--- config.mk ---
export PLATFORM = sky130hd
export DESIGN_NAME = instr_fetch
export DESIGN_NICKNAME = d
export VERILOG_FILES = /design/src/rtl/mips_pkg.sv /design/src/rtl/npc_gen.sv /design/src/rtl/instr_fetch.sv
export SDC_FILE = /design/constraint.sdc
export NUM_CORES = 1
export LEC_CHECK = 0
export ABC_AREA = 1
export CAP_MARGIN = 20
export CORE_MARGIN = 2
export CORE_UTILIZATION = 24
export DETAILED_ROUTE_END_ITERATION = 16
export GPL_TIMING_DRIVEN = 0
export PLACE_DENSITY = 0.49
export SYNTH_ARGS = -nofsm -noshare
export SYNTH_HDL_FRONTEND = slang
export SYNTH_HIERARCHICAL = 1
export SYNTH_SLANG_ARGS = --single-unit
--- constraint.sdc ---
create_clock -name clk -period 4.8 [get_ports clk]
set_clock_uncertainty 0.1 [all_clocks]
set_input_delay 0.72 -clock clk [delete_from_list [all_inputs] [get_ports clk]]
set_output_delay 0.72 -clock clk [all_outputs]
set_load 0.005 [all_outputs]
--- src/rtl/mips_pkg.sv ---
// rtl/mips_pkg.sv - shared MIPS core constants, opcodes and fetch FSM state type
package mips_pkg;

    localparam logic [5:0] OP_RTYPE = 6'b000000;
    localparam logic [5:0] OP_J     = 6'b000010;
    localparam logic [5:0] OP_BEQ   = 6'b000100;
    localparam logic [5:0] OP_ADDI  = 6'b001000;
    localparam logic [5:0] OP_LW    = 6'b100011;
    localparam logic [5:0] OP_SW    = 6'b101011;

    localparam logic [31:0] DEFAULT_RESET_PC = 32'h0000_0000;

    typedef enum logic [1:0] {
        FETCH,
        WAIT,
        HOLD
    } fetch_state_t;

endpackage

--- src/rtl/npc_gen.sv ---
// rtl/npc_gen.sv - combinational next-PC selection: jump over taken beq over sequential
module npc_gen
    import mips_pkg::*;
(
    input  logic [31:0] pc_plus4,
    input  logic [31:0] ins,
    input  logic        branch,
    input  logic        zero,
    input  logic        jump,
    output logic [31:0] next_pc
);

    logic [31:0] br_off;

    assign br_off = {{14{ins[15]}}, ins[15:0], 2'b00};

    always_comb begin
        next_pc = pc_plus4;
        if (jump) begin
            next_pc = {pc_plus4[31:28], ins[25:0], 2'b00};
        end else if (branch && zero) begin
            next_pc = pc_plus4 + br_off;
        end
    end

endmodule

--- src/rtl/instr_fetch.sv ---
// rtl/instr_fetch.sv - MIPS fetch stage: PC, imem req/rvalid handshake, held instruction, retire count
module instr_fetch
    import mips_pkg::*;
#(
    parameter logic [31:0] RESET_PC = DEFAULT_RESET_PC,
    parameter int          CNT_W    = 32
) (
    input  logic             clk,
    input  logic             rst_n,
    output logic             imem_req,
    output logic [31:0]      imem_addr,
    input  logic             imem_rvalid,
    input  logic [31:0]      imem_rdata,
    output logic [31:0]      ins,
    output logic             ins_valid,
    input  logic             ins_ready,
    input  logic             branch,
    input  logic             jump,
    input  logic             zero,
    output logic [31:0]      pc,
    output logic [31:0]      pc_plus4,
    output logic [CNT_W-1:0] instr_count
);

    localparam logic [31:0] PC_INIT = {RESET_PC[31:2], 2'b00};

    fetch_state_t state;
    logic [31:0]  pc_q;
    logic [31:0]  next_pc;

    assign pc        = pc_q;
    assign pc_plus4  = pc_q + 32'd4;
    assign imem_addr = pc_q;

    npc_gen u_npc_gen (
        .pc_plus4 (pc_plus4),
        .ins      (ins),
        .branch   (branch),
        .zero     (zero),
        .jump     (jump),
        .next_pc  (next_pc)
    );

    always_ff @(posedge clk) begin
        if (!rst_n) begin
            state       <= FETCH;
            pc_q        <= PC_INIT;
            imem_req    <= 1'b0;
            ins         <= 32'd0;
            ins_valid   <= 1'b0;
            instr_count <= '0;
        end else begin
            case (state)
                // Leaving reset lands in FETCH with imem_req low; the first
                // edge raises it so the request pulse is still one registered cycle.
                FETCH: begin
                    if (imem_req) begin
                        imem_req <= 1'b0;
                        state    <= WAIT;
                    end else begin
                        imem_req <= 1'b1;
                    end
                end
                WAIT: begin
                    if (imem_rvalid) begin
                        ins       <= imem_rdata;
                        ins_valid <= 1'b1;
                        state     <= HOLD;
                    end
                end
                HOLD: begin
                    if (ins_ready) begin
                        pc_q        <= next_pc;
                        instr_count <= instr_count + CNT_W'(1);
                        ins_valid   <= 1'b0;
                        imem_req    <= 1'b1;
                        state       <= FETCH;
                    end
                end
                default: begin
                    state    <= FETCH;
                    imem_req <= 1'b0;
                end
            endcase
        end
    end

endmodule

* After elaboration in Yosys (flattened, before gate mapping)
Index checks and enable logic that the tools add are counted.
Word-level totals: flip-flop bits (word level) 100, input bits 39, output and inout bits 162, logic and storage cells 35
Operators by class: add/subtract/negate cells 3, equal/unequal tests 5, multiplexer cells 12, bitwise logic cells 1, reductions and logical operators 8
Operators with widths (number):
- $mux W32 | 2
- $add A32 B1 Y32 const B | 1
- $add A32 B3 Y32 const B | 1
- $add A32 B32 Y32 | 1
- $mux W2 | 3
- $ne A2 B2 Y1 const B | 3
- $pmux W2 S3 | 1
- $reduce_and A2 Y1 | 3
- $reduce_and A3 Y1 | 2
- $mux W1 | 4
- $pmux W1 S3 | 1
- $eq A2 B1 Y1 const B | 1
- $eq A2 B2 Y1 const B | 1
- $logic_not A2 Y1 | 1
- $pmux W1 S2 | 1
- $reduce_bool A2 Y1 | 1
- $logic_and A1 B1 Y1 | 1
- $not A1 Y1 | 1

* Logic depth before layout (Yosys ltp)
Gate-level depths: netlist of the first run.
word-level depth 4, mapped depth 23, depth with buffers taken out 23

* Cells and area by module
Netlist of the first run, hierarchy kept.
By module, submodules not included:
- instr_fetch | instances 1, cells an instance 744, area an instance 5079.9 um2, sequential area each 2001.9 um2
- npc_gen | instances 1, cells an instance 559, area an instance 2758.9 um2, sequential area each 0.0 um2

* Worst setup path after synthesis of the first run
Ideal clock, no wire load.
path kind register -> register, start point reg pc_q[3], in the netlist imem_addr[3], end point reg pc_q[31], in the netlist imem_addr[31], arrival time 2825 ps, slack 1747 ps, stages on the path, launching flop included 21, buffers on the path 0, cells stage by stage dfxtp_1 > ha_1 > nand2_1 > nor3_1 > nand2_1 > nor2_1 > nand2_1 > xor2_1 > ha_1 > a21oi_1 > nand2_1 > nand2_1 > nand2_1 > a21oi_1 > nand2_1 > nand2_1 > nand3_1 > nand2_1 > nand2_1 > o21ai_0 > a21oi_1
Between the ends: word-level cells in the longest chain between the ends 4
RTL lines:
- start, declared | RTL line instr_fetch.sv:28 | logic [31:0] pc_q;
- start signal, assigned | RTL line instr_fetch.sv:73 | pc_q <= next_pc;
- $add A32 B3 Y32 | RTL line instr_fetch.sv:32 | assign pc_plus4 = pc_q + 32'd4;
- named net pc_plus4[18] | RTL line instr_fetch.sv:21 | output logic [31:0] pc_plus4,
- $add A32 B32 Y32 | RTL line npc_gen.sv:22 | next_pc = pc_plus4 + br_off;
- $mux W32 | RTL line npc_gen.sv:21 | end else if (branch && zero) begin
- $mux W32 | RTL line npc_gen.sv:19 | if (jump) begin
- named net next_pc[31] | RTL line instr_fetch.sv:29 | logic [31:0] next_pc;
The timed path passes the listed nets, and every way through them passes these cells. A chain may end at the register's enable or synchronous reset.

* Worst setup path in the final report of the first run
start point reg pc_q[3], in the netlist imem_addr[3], end point reg pc_q[27], in the netlist imem_addr[27]
Between the ends: word-level cells in the longest chain between the ends 4
RTL lines (RTL line):
- $add A32 B3 Y32 * | instr_fetch.sv:32
- $add A32 B32 Y32 | npc_gen.sv:22
- $mux W32 * | npc_gen.sv:21
- $mux W32 * | npc_gen.sv:19
- named net next_pc[27] | instr_fetch.sv:29
The timed path passes the listed nets; every way through them passes the cells marked *.

==> out/qor.yml, run 1 <==
synth_fa_ha_area_share_pct: 5.20
final_nets: 1583
yosys.area_share.simple_pct: 38.3
cts_hold_buf: 0
dpl_cell_area_mm2: 0.0104
wire_per_inst_um: 16.2
power_frac_seq_pct: 46.1
post-route-util_pct: 32.9
pre_cts_ws_ns: 0.858
max-vdd-ir-drop_v: 0.000137
run_status: "finished clean"
die_w_um: 185
grt_pass1_vias: 8523
die_area_mm2: 0.0341
grt_max_degree: 20
cts_buffer_depth: 2
postRouteAntennaNets: 0
grt_util_all_layers_pct: 18.6
start_util_pct: 24.2
slowest_delay_ns: 0.45
cts_made_buffers: 9
dp.cells: 1943
tightest_slew_ns: 0.861
num_antenna_cells: 0
clock_sinks: 100
clkPwrFrac_pct: 37.2
hpwl_mm: 26.5
worstSetupStartpointType: "flip-flop"
synth_edf_count: 0
switching_power_uw: 553
syn-num-nets: 1374
ys.flop_type: "dfxtp_1"
crit_path_end_kind: "flip-flop"
drive_gt1_share_pct: 6.53
root_buffer: "clkbuf_16"
rsz0062_at_grt: "false"
worstHoldPathType: "flip-flop to flip-flop"
p_sw_share_pct: 28.8
via_per_inst: 4.52
grt_pass1_wl_mm: 48.5
synth_cell_type_count: 42
period_needed_ns: 4.07
fin_cells: 1959
clock_latency_ns: 0.35
yosys.area_share.xor_xnor_pct: 3.91
cts_resized: 0
row_count: 66
slew_headroom_pct: 42.6
synth_compound_area_share_pct: 14.2
yosys_warnings: 6
drc: 0
htree_levels: 3
path_clk_slew_ns: 0.08
yosys-top-cells-area: "dfxtp_1 (26%), nand2_1 (19%), inv_1 (7.6%)"
synth_seq_area_share_pct: 25.5
drt_iter0_drc: 608
power_frac_comb_pct: 16.6
max_cap_viol_count: 0
route.vias.total: 8863
antenna_found_initial: 0
finalSetupViolations: 0
timing.fmax_mhz: 246
syn_area_mm2: 0.00784
postLayoutSetupSlackWorst_ns: 0.733
grt-ovfl-total: 0
finalSetupTns_ns: 0
arrival_ns: 4.19
synth_common_cells: "nand2_1 (393), inv_1 (159), nor2_1 (127)"
required_ns: 4.92
hold-path-cell-count: 2
yosysTopAreaCell: "dfxtp_1"
dr.pass1.iters: 6
coreArea_mm2: 0.0324
post-route-period-util_pct: 84.7
worstPathCellList: "ha_1, nand2_1, nor3_1, nand2_1, nor2_1, nand2_1, xor2_1, ha_1, a21oi_1, nand2_1, inv_1, nand2_1, a21oi_1, nand2_1, nand2_1, nand3_1, nand2_1, nand2_1, o21ai_0, a21oi_1"
fill_cells: 3596
cp_max_fo: 5
multi_input_area_mm2: 0.00483
synthMuxAreaShare_pct: 0
async_reset_ff_share_pct: 0
totalWireLength_mm: 31.8
postCtsSetupRepairBufs: 0
synthesis.instances: 1303
crit_top_cell: "nand2_1"
final-seq-area_mm2: 0.00200
syn_to_final_growth_pct: 36.0
crit_slowest_cell: "dfxtp_1"
final_area_mm2: 0.0107
finalHoldViolCount: 0
finalMaxSlewViolations: 0
fp.dieH_um: 185
p_per_area_mw_per_mm2: 180
yosysMostFrequentCell: "nand2_1"
portBuffers: 198
power.internal_uw: 1370
crit_type: "flip-flop to flip-flop"
cts_tree: "yes"
synth.avg_cell_area_um2: 6.02
leakage_uw: 0.00438
gp_congestion: 0.909
synth_seq_cells: 100
ioPinCount: 201
rr_worst_depth: 20
synth_top_area_share_pct: 25.5
synth_top_family_by_area: "simple AND/OR/NAND/NOR gates"
-- per-stage QoR --
step,hold slack [ns],total power [uW]
2_1_floorplan,0.356,1050
3_3_place_gp,0.348,1220
3_5_place_dp,0.356,1220
4_1_cts,0.368,1950
5_1_grt,0.390,2020
6_report,0.364,1920
-- power by group through the flow --
stage	logic (uW)	clock network [uW]	registers, uW
2_1_floorplan	161	0	892
3_3_place_gp	319	0	905
3_5_place_dp	319	0	905
4_1_cts	322	744	885
5_1_grt	352	775	889
6_report	320	715	886
-- worst max-delay path: cells and delay by family, from the launching register on --
| family | cells | cell delay (ns) |
|---|---|---|
| adders and majority gates | 2 | 0.62 |
| AOI/OAI and AO/OA | 4 | 0.67 |
| DFF | 1 | 0.45 |
| and+or+nand+nor | 12 | 1.66 |
| buffers and inverters | 1 | 0.07 |
| xor gates and xnor gates | 1 | 0.36 |
-- final timing paths --
| check | start | endpoint | slack (ns) |
|---|---|---|---|
| max reg2reg | imem_addr[3] | imem_addr[27] | 0.73 |
| min reg2reg | ins[28] | ins[28] | 0.36 |
| min | ins[28] | ins[28] | 0.36 |
| max | imem_addr[3] | imem_addr[27] | 0.73 |
-- layer usage --
| metal | GRT usage, % | vias to the layer above | share of wire [%] |
|---|---|---|---|
| li1 | - | 4551 | - |
| met1 | 25.1 | 4043 | 47 |
| met2 | 31.8 | 242 | 46 |
| met3 | 2.71 | 27 | 5.4 |
| met4 | 3.46 | 0 | 1.3 |
| met5 | 0 | - | 0 |
-- placed cells by master, fill, tap and decap left out, types with 4 or more instances in the layout --
cell,synthesis,routed
ha_1,31,31
nand3_2,8,8
xor2_1,29,29
clkdlybuf4s50_1,0,198
o21ai_1,6,6
a21oi_1,110,110
nand4_1,16,16
inv_1,159,159
nor2_4,4,4
buf_4,34,34
dfxtp_1,100,100
o21bai_1,9,9
buf_2,8,8
nand3_1,99,99
buf_1,6,6
nand2_1,393,393
xnor2_1,6,6
nor2_1,127,127
clkbuf_16,0,9
clkbuf_1,23,23
nor2_2,8,8
nand2_2,9,9
o21ai_0,56,56
o21a_1,13,13
nor3_1,20,20
-- cells by family after synthesis --
family	after synthesis
AND/OR/NAND/NOR	699
buffers and inverters	232
AO/OA/AOI/OAI	205
flip-flops	100
XOR/XNOR	35
adder cells (fa/ha/maj)	32
-- sequential cells by signal (all words and copies together), names as in the netlist --
| register | flops |
|---|---|
| imem_req | 1 |
| state | 2 |
| ins_valid | 1 |
| instr_count | 32 |
| ins | 32 |
| imem_addr | 32 |
-- cell type report --
cell class                 instances  area share [%]
buffer                            71            3.79
inverter                         161            5.67
clock buffer                      10            2.24
tap                              442            5.19
timing repair buffer             198            18.6
clock inverter                     6           0.446
sequential                       100            18.8
multi-input combinational        971            45.3
(Power assumes the default switching activity.)
==> inputs of run 2 (changes only) <==
==> constraint.sdc (replaced) <==
create_clock -name clk -period 4.04 [get_ports clk]
set_clock_uncertainty 0.1 [all_clocks]
set_input_delay 0.606 -clock clk [delete_from_list [all_inputs] [get_ports clk]]
set_output_delay 0.606 -clock clk [all_outputs]
set_load 0.005 [all_outputs]
==> out/qor.yml, run 2 (synthesis gave the netlist of run 1 again) <==
run_status: "finished clean"
multi_input_area_mm2: 0.00489
finalSetupTns_ns: 0
p_per_area_mw_per_mm2: 213
grt_max_degree: 20
postRouteAntennaNets: 0
grt-ovfl-total: 0
dp.cells: 1943
cts_buffer_depth: 2
row_count: 66
fin_cells: 1961
required_ns: 4.22
hpwl_mm: 26.5
worstHoldPathType: "flip-flop to flip-flop"
start_util_pct: 24.2
max-vdd-ir-drop_v: 0.000163
final-seq-area_mm2: 0.00200
dpl_cell_area_mm2: 0.0104
drt_iter0_drc: 605
grt_pass1_wl_mm: 48.5
ff2ff_setup_slack_ns: 0.23
ioPinCount: 201
die_area_mm2: 0.0341
path_depth: 16
r2r-start: "imem_addr[2]"
clock_latency_ns: 0.35
clock_sinks: 100
r2r_end: "imem_addr[13]"
crit_path_end: "imem_addr[13]"
num_antenna_cells: 0
leakage_uw: 0.00443
fp.dieH_um: 185
final_common_cell: "nand2_1"
power_uw: 2280
worstSetupStartpointType: "flip-flop"
drive_gt1_share_pct: 7.50
timing.fmax_mhz: 263
crit_slowest_cell: "nor4_2"
final_area_mm2: 0.0107
tightest_slew_ns: 0.874
finalMaxSlewViolations: 0
hold_slack_ns: 0.364
htree_levels: 3
wire_per_inst_um: 16.3
hold-path-cell-count: 2
antenna_found_initial: 0
crit_type: "flip-flop to flip-flop"
cts_tree: "yes"
slew_headroom_pct: 41.6
via_per_inst: 4.53
path_clk_slew_ns: 0.07
drc: 0
crit_start: "imem_addr[2]"
crit_path_end_kind: "flip-flop"
max_cap_viol_count: 0
syn_to_final_growth_pct: 37.0
portBuffers: 198
cp_max_fo: 5
grt_pass1_vias: 8523
route.vias.total: 8888
fill_cells: 3595
path_buf_inv: 1
worstPathCellList: "ha_1, nand2_1, nor4_2, xor2_1, ha_1, nand2_1, nand2_1, a21oi_1, nand3_2, nand2_1, inv_1, nor2_1, nor2_1, o21ai_1, nand2_1, a21oi_1"
totalWireLength_mm: 32.0
arrival_ns: 3.99
root_buffer: "clkbuf_16"
period_needed_ns: 3.81
final_cell_mix: "nand2_1 (392), clkdlybuf4s50_1 (198), inv_1 (159)"
coreArea_mm2: 0.0324
crit_top_cell: "nand2_1"
grt_util_all_layers_pct: 18.6
final_nets: 1585
finalHoldViolCount: 0
cts_made_buffers: 9
dr.pass1.iters: 5
critical-path-top-delay-family: "simple AND/OR/NAND/NOR gates"
gp_congestion: 0.909
finalSetupViolations: 0
die_w_um: 185
slowest_delay_ns: 0.55
rr_worst_depth: 16
post-route-period-util_pct: 94.3
[run 2: how the worst min path moves through the flow]
| stage | from | end | slack [ns] |
|---|---|---|---|
| after floorplan | ins[26] | ins[26] | 0.36 |
| after global placement | ins[26] | ins[26] | 0.35 |
| after detailed placement | ins[26] | ins[26] | 0.36 |
| after CTS | ins[28] | ins[28] | 0.37 |
| after global routing | ins[31] | ins[31] | 0.39 |
| final | ins[28] | ins[28] | 0.36 |
[run 2: per-stage QoR]
stage	util [%]	setup slack, ns
floorplan	-	0.987
global placement	32.0	0.0440
detailed placement	32.0	0.0979
CTS	32.9	0.0889
global route	33.2	-0.0112
finish	33.2	0.232
[run 2: worst register-to-register path, stage by stage (launching register included)]
cell and delay, ns:
dfxtp_1 0.43, ha_1 0.24, nand2_1 0.19, nor4_2 0.55, xor2_1 0.40, ha_1 0.38
nand2_1 0.10, nand2_1 0.07, a21oi_1 0.28, nand3_2 0.20, nand2_1 0.10, inv_1 0.04
nor2_1 0.18, nor2_1 0.06, o21ai_1 0.22, nand2_1 0.08, a21oi_1 0.11
[run 2: area by class of cell]
class / instances / area share, %
tap: 442 / 5.15
timing repair buffer: 200 / 18.6
clock buffer: 10 / 2.22
clock inverter: 6 / 0.443
multi-input combinational: 971 / 45.5
sequential: 100 / 18.7
buffer: 71 / 3.76
inverter: 161 / 5.63
[run 2: repair_timing]
| item | CTS | global route |
|---|---|---|
| hold buffers | 0 | 0 |
| setup buffers | 0 | 2 |
| gates resized for setup | 0 | 15 |
| setup endpoints to repair | 0 | 16 |
[run 2: routing by layer]
layer / routed length (um) / global-route usage [%]
met5: 0 / 0
met4: 421 / 3.46
met3: 1640 / 2.71
met2: 14900 / 31.8
met1: 15000 / 25.1
[run 2: where the power goes]
group          total [uW]  switching, uW  internal [uW]
registers            1050           41.8           1010
logic                 383            208            174
clock network         849            408            441
==> inputs of run 3 (changes only) <==
--- a/config.mk
+++ b/config.mk
@@ -12,6 +12,7 @@
 export DETAILED_ROUTE_END_ITERATION = 16
 export GPL_TIMING_DRIVEN = 0
 export PLACE_DENSITY = 0.49
+export REMOVE_ABC_BUFFERS = 1
 export SYNTH_ARGS = -nofsm -noshare
 export SYNTH_HDL_FRONTEND = slang
 export SYNTH_HIERARCHICAL = 1
==> out/qor.yml, run 3 (synthesis gave the netlist of run 1 again) <==
arrival_ns: 3.79
row_count: 66
cts_hold_buf: 0
max_cap_viol_count: 0
worstPathCellList: "nand2_1, nor3_1, nand2_1, nor2_1, nand2_1, xor2_1, ha_1, a21oi_1, nand2_1, nand2_1, nand2_1, a21oi_1, nand2_1, nand2_1, nand3_1, nand2_1, nand2_1, o21ai_0, a21oi_1"
worstHoldPathType: "flip-flop to flip-flop"
antenna_found_initial: 0
rr_worst_depth: 19
hold_slack_ns: 0.364
grt_pass1_vias: 8262
path_buf_inv: 0
required_ns: 4.15
run_status: "finished clean"
crit_slowest_cell: "dfxtp_1"
hpwl_mm: 23.9
ff2ff_setup_slack_ns: 0.37
final_nets: 1518
tightest_slew_ns: 0.919
root_buffer: "clkbuf_16"
final_cell_mix: "nand2_1 (391), clkdlybuf4s50_1 (197), inv_1 (158)"
coreArea_mm2: 0.0324
grt_util_all_layers_pct: 17.8
dr.pass1.iters: 5
drive_gt1_share_pct: 5.79
grt_max_degree: 64
final_common_cell: "nand2_1"
htree_levels: 3
num_antenna_cells: 0
route.vias.total: 8593
wire_per_inst_um: 16.0
postRouteAntennaNets: 0
slowest_delay_ns: 0.56
critical-path-top-delay-family: "simple AND/OR/NAND/NOR gates"
cts_tree: "yes"
max-vdd-ir-drop_v: 0.000191
path_depth: 19
timing.fmax_mhz: 272
fp.dieH_um: 185
ioPinCount: 201
leakage_uw: 0.00428
clock_latency_ns: 0.35
slew_headroom_pct: 38.6
power_uw: 2400
finalSetupTns_ns: 0
crit_path_end_kind: "flip-flop"
p_per_area_mw_per_mm2: 228
portBuffers: 200
cp_max_fo: 6
finalMaxSlewViolations: 0
crit_type: "flip-flop to flip-flop"
hold-path-cell-count: 2
finalSetupViolations: 0
die_w_um: 185
period_needed_ns: 3.67
finalHoldViolCount: 0
crit_top_cell: "nand2_1"
grt-ovfl-total: 0
post-route-period-util_pct: 91.0
die_area_mm2: 0.0341
clock_sinks: 100
grt_pass1_wl_mm: 46.6
drc: 0
via_per_inst: 4.54
cts_made_buffers: 9
path_clk_slew_ns: 0.07
drt_iter0_drc: 582
syn_to_final_growth_pct: 34.2
gp_congestion: 0.931
worstSetupStartpointType: "flip-flop"
rsz0062_at_grt: "false"
totalWireLength_mm: 30.3
cts_buffer_depth: 2
start_util_pct: 24.2
==> run 3: report_power, final <==
part	total, uW	switching [uW]	internal, uW
registers	1050	36.8	1010
logic	373	205	168
clock network	982	417	565
total	2400	659	1740
==> run 3: cell type report <==
cell class / count / area (um^2)
multi-input combinational: 971 / 4960
tap: 442 / 553
sequential: 100 / 2000
fill: 3624 / 21800
inverter: 161 / 604
clock inverter: 5 / 82.6
clock buffer: 11 / 243
timing repair buffer: 204 / 2080
==> run 3: what timing repair did <==
item,CTS,global route
gates resized for setup,2,22
pin swaps,0,1
buffers inserted,0,1
endpoints found under the setup margin,2,19
==> run 3: per-layer routing <==
| metal | up-vias | track usage [%] | part of all wire (%) |
|---|---|---|---|
| met3 | 28 | 2.02 | 3.7 |
| met2 | 196 | 31.0 | 49 |
| met4 | 0 | 5.75 | 2.1 |
| li1 | 4418 | - | - |
| met1 | 3951 | 22.9 | 46 |
| met5 | - | 0 | 0 |
==> run 3: tightest hold or removal path, delay by kind of cell, from the launching register on <==
kind / cells / cell delay [ns]
AOI/OAI and AO/OA: 1 / 0.05
and+or+nand+nor: 1 / 0.06
DFF: 1 / 0.31
==> run 3: path summary, 6_finish.rpt <==
kind                                    start       endpoint
worst max-delay path            imem_addr[17]  imem_addr[27]
worst min-delay path                ins_valid      ins_valid
worst min register to register      ins_valid      ins_valid
worst max register to register  imem_addr[17]  imem_addr[27]
==> run 3: metrics by stage <==
step	util (%)	cell area, um^2	worst slack, ns	cells
global route	32.5	10500	0.0187	1894
detailed placement	31.1	10100	-0.00412	1877
global placement	30.9	9990	-0.794	1874
finish	32.5	10500	0.365	1894
floorplan	-	7430	0.950	1232
CTS	32.1	10400	0.0169	1893
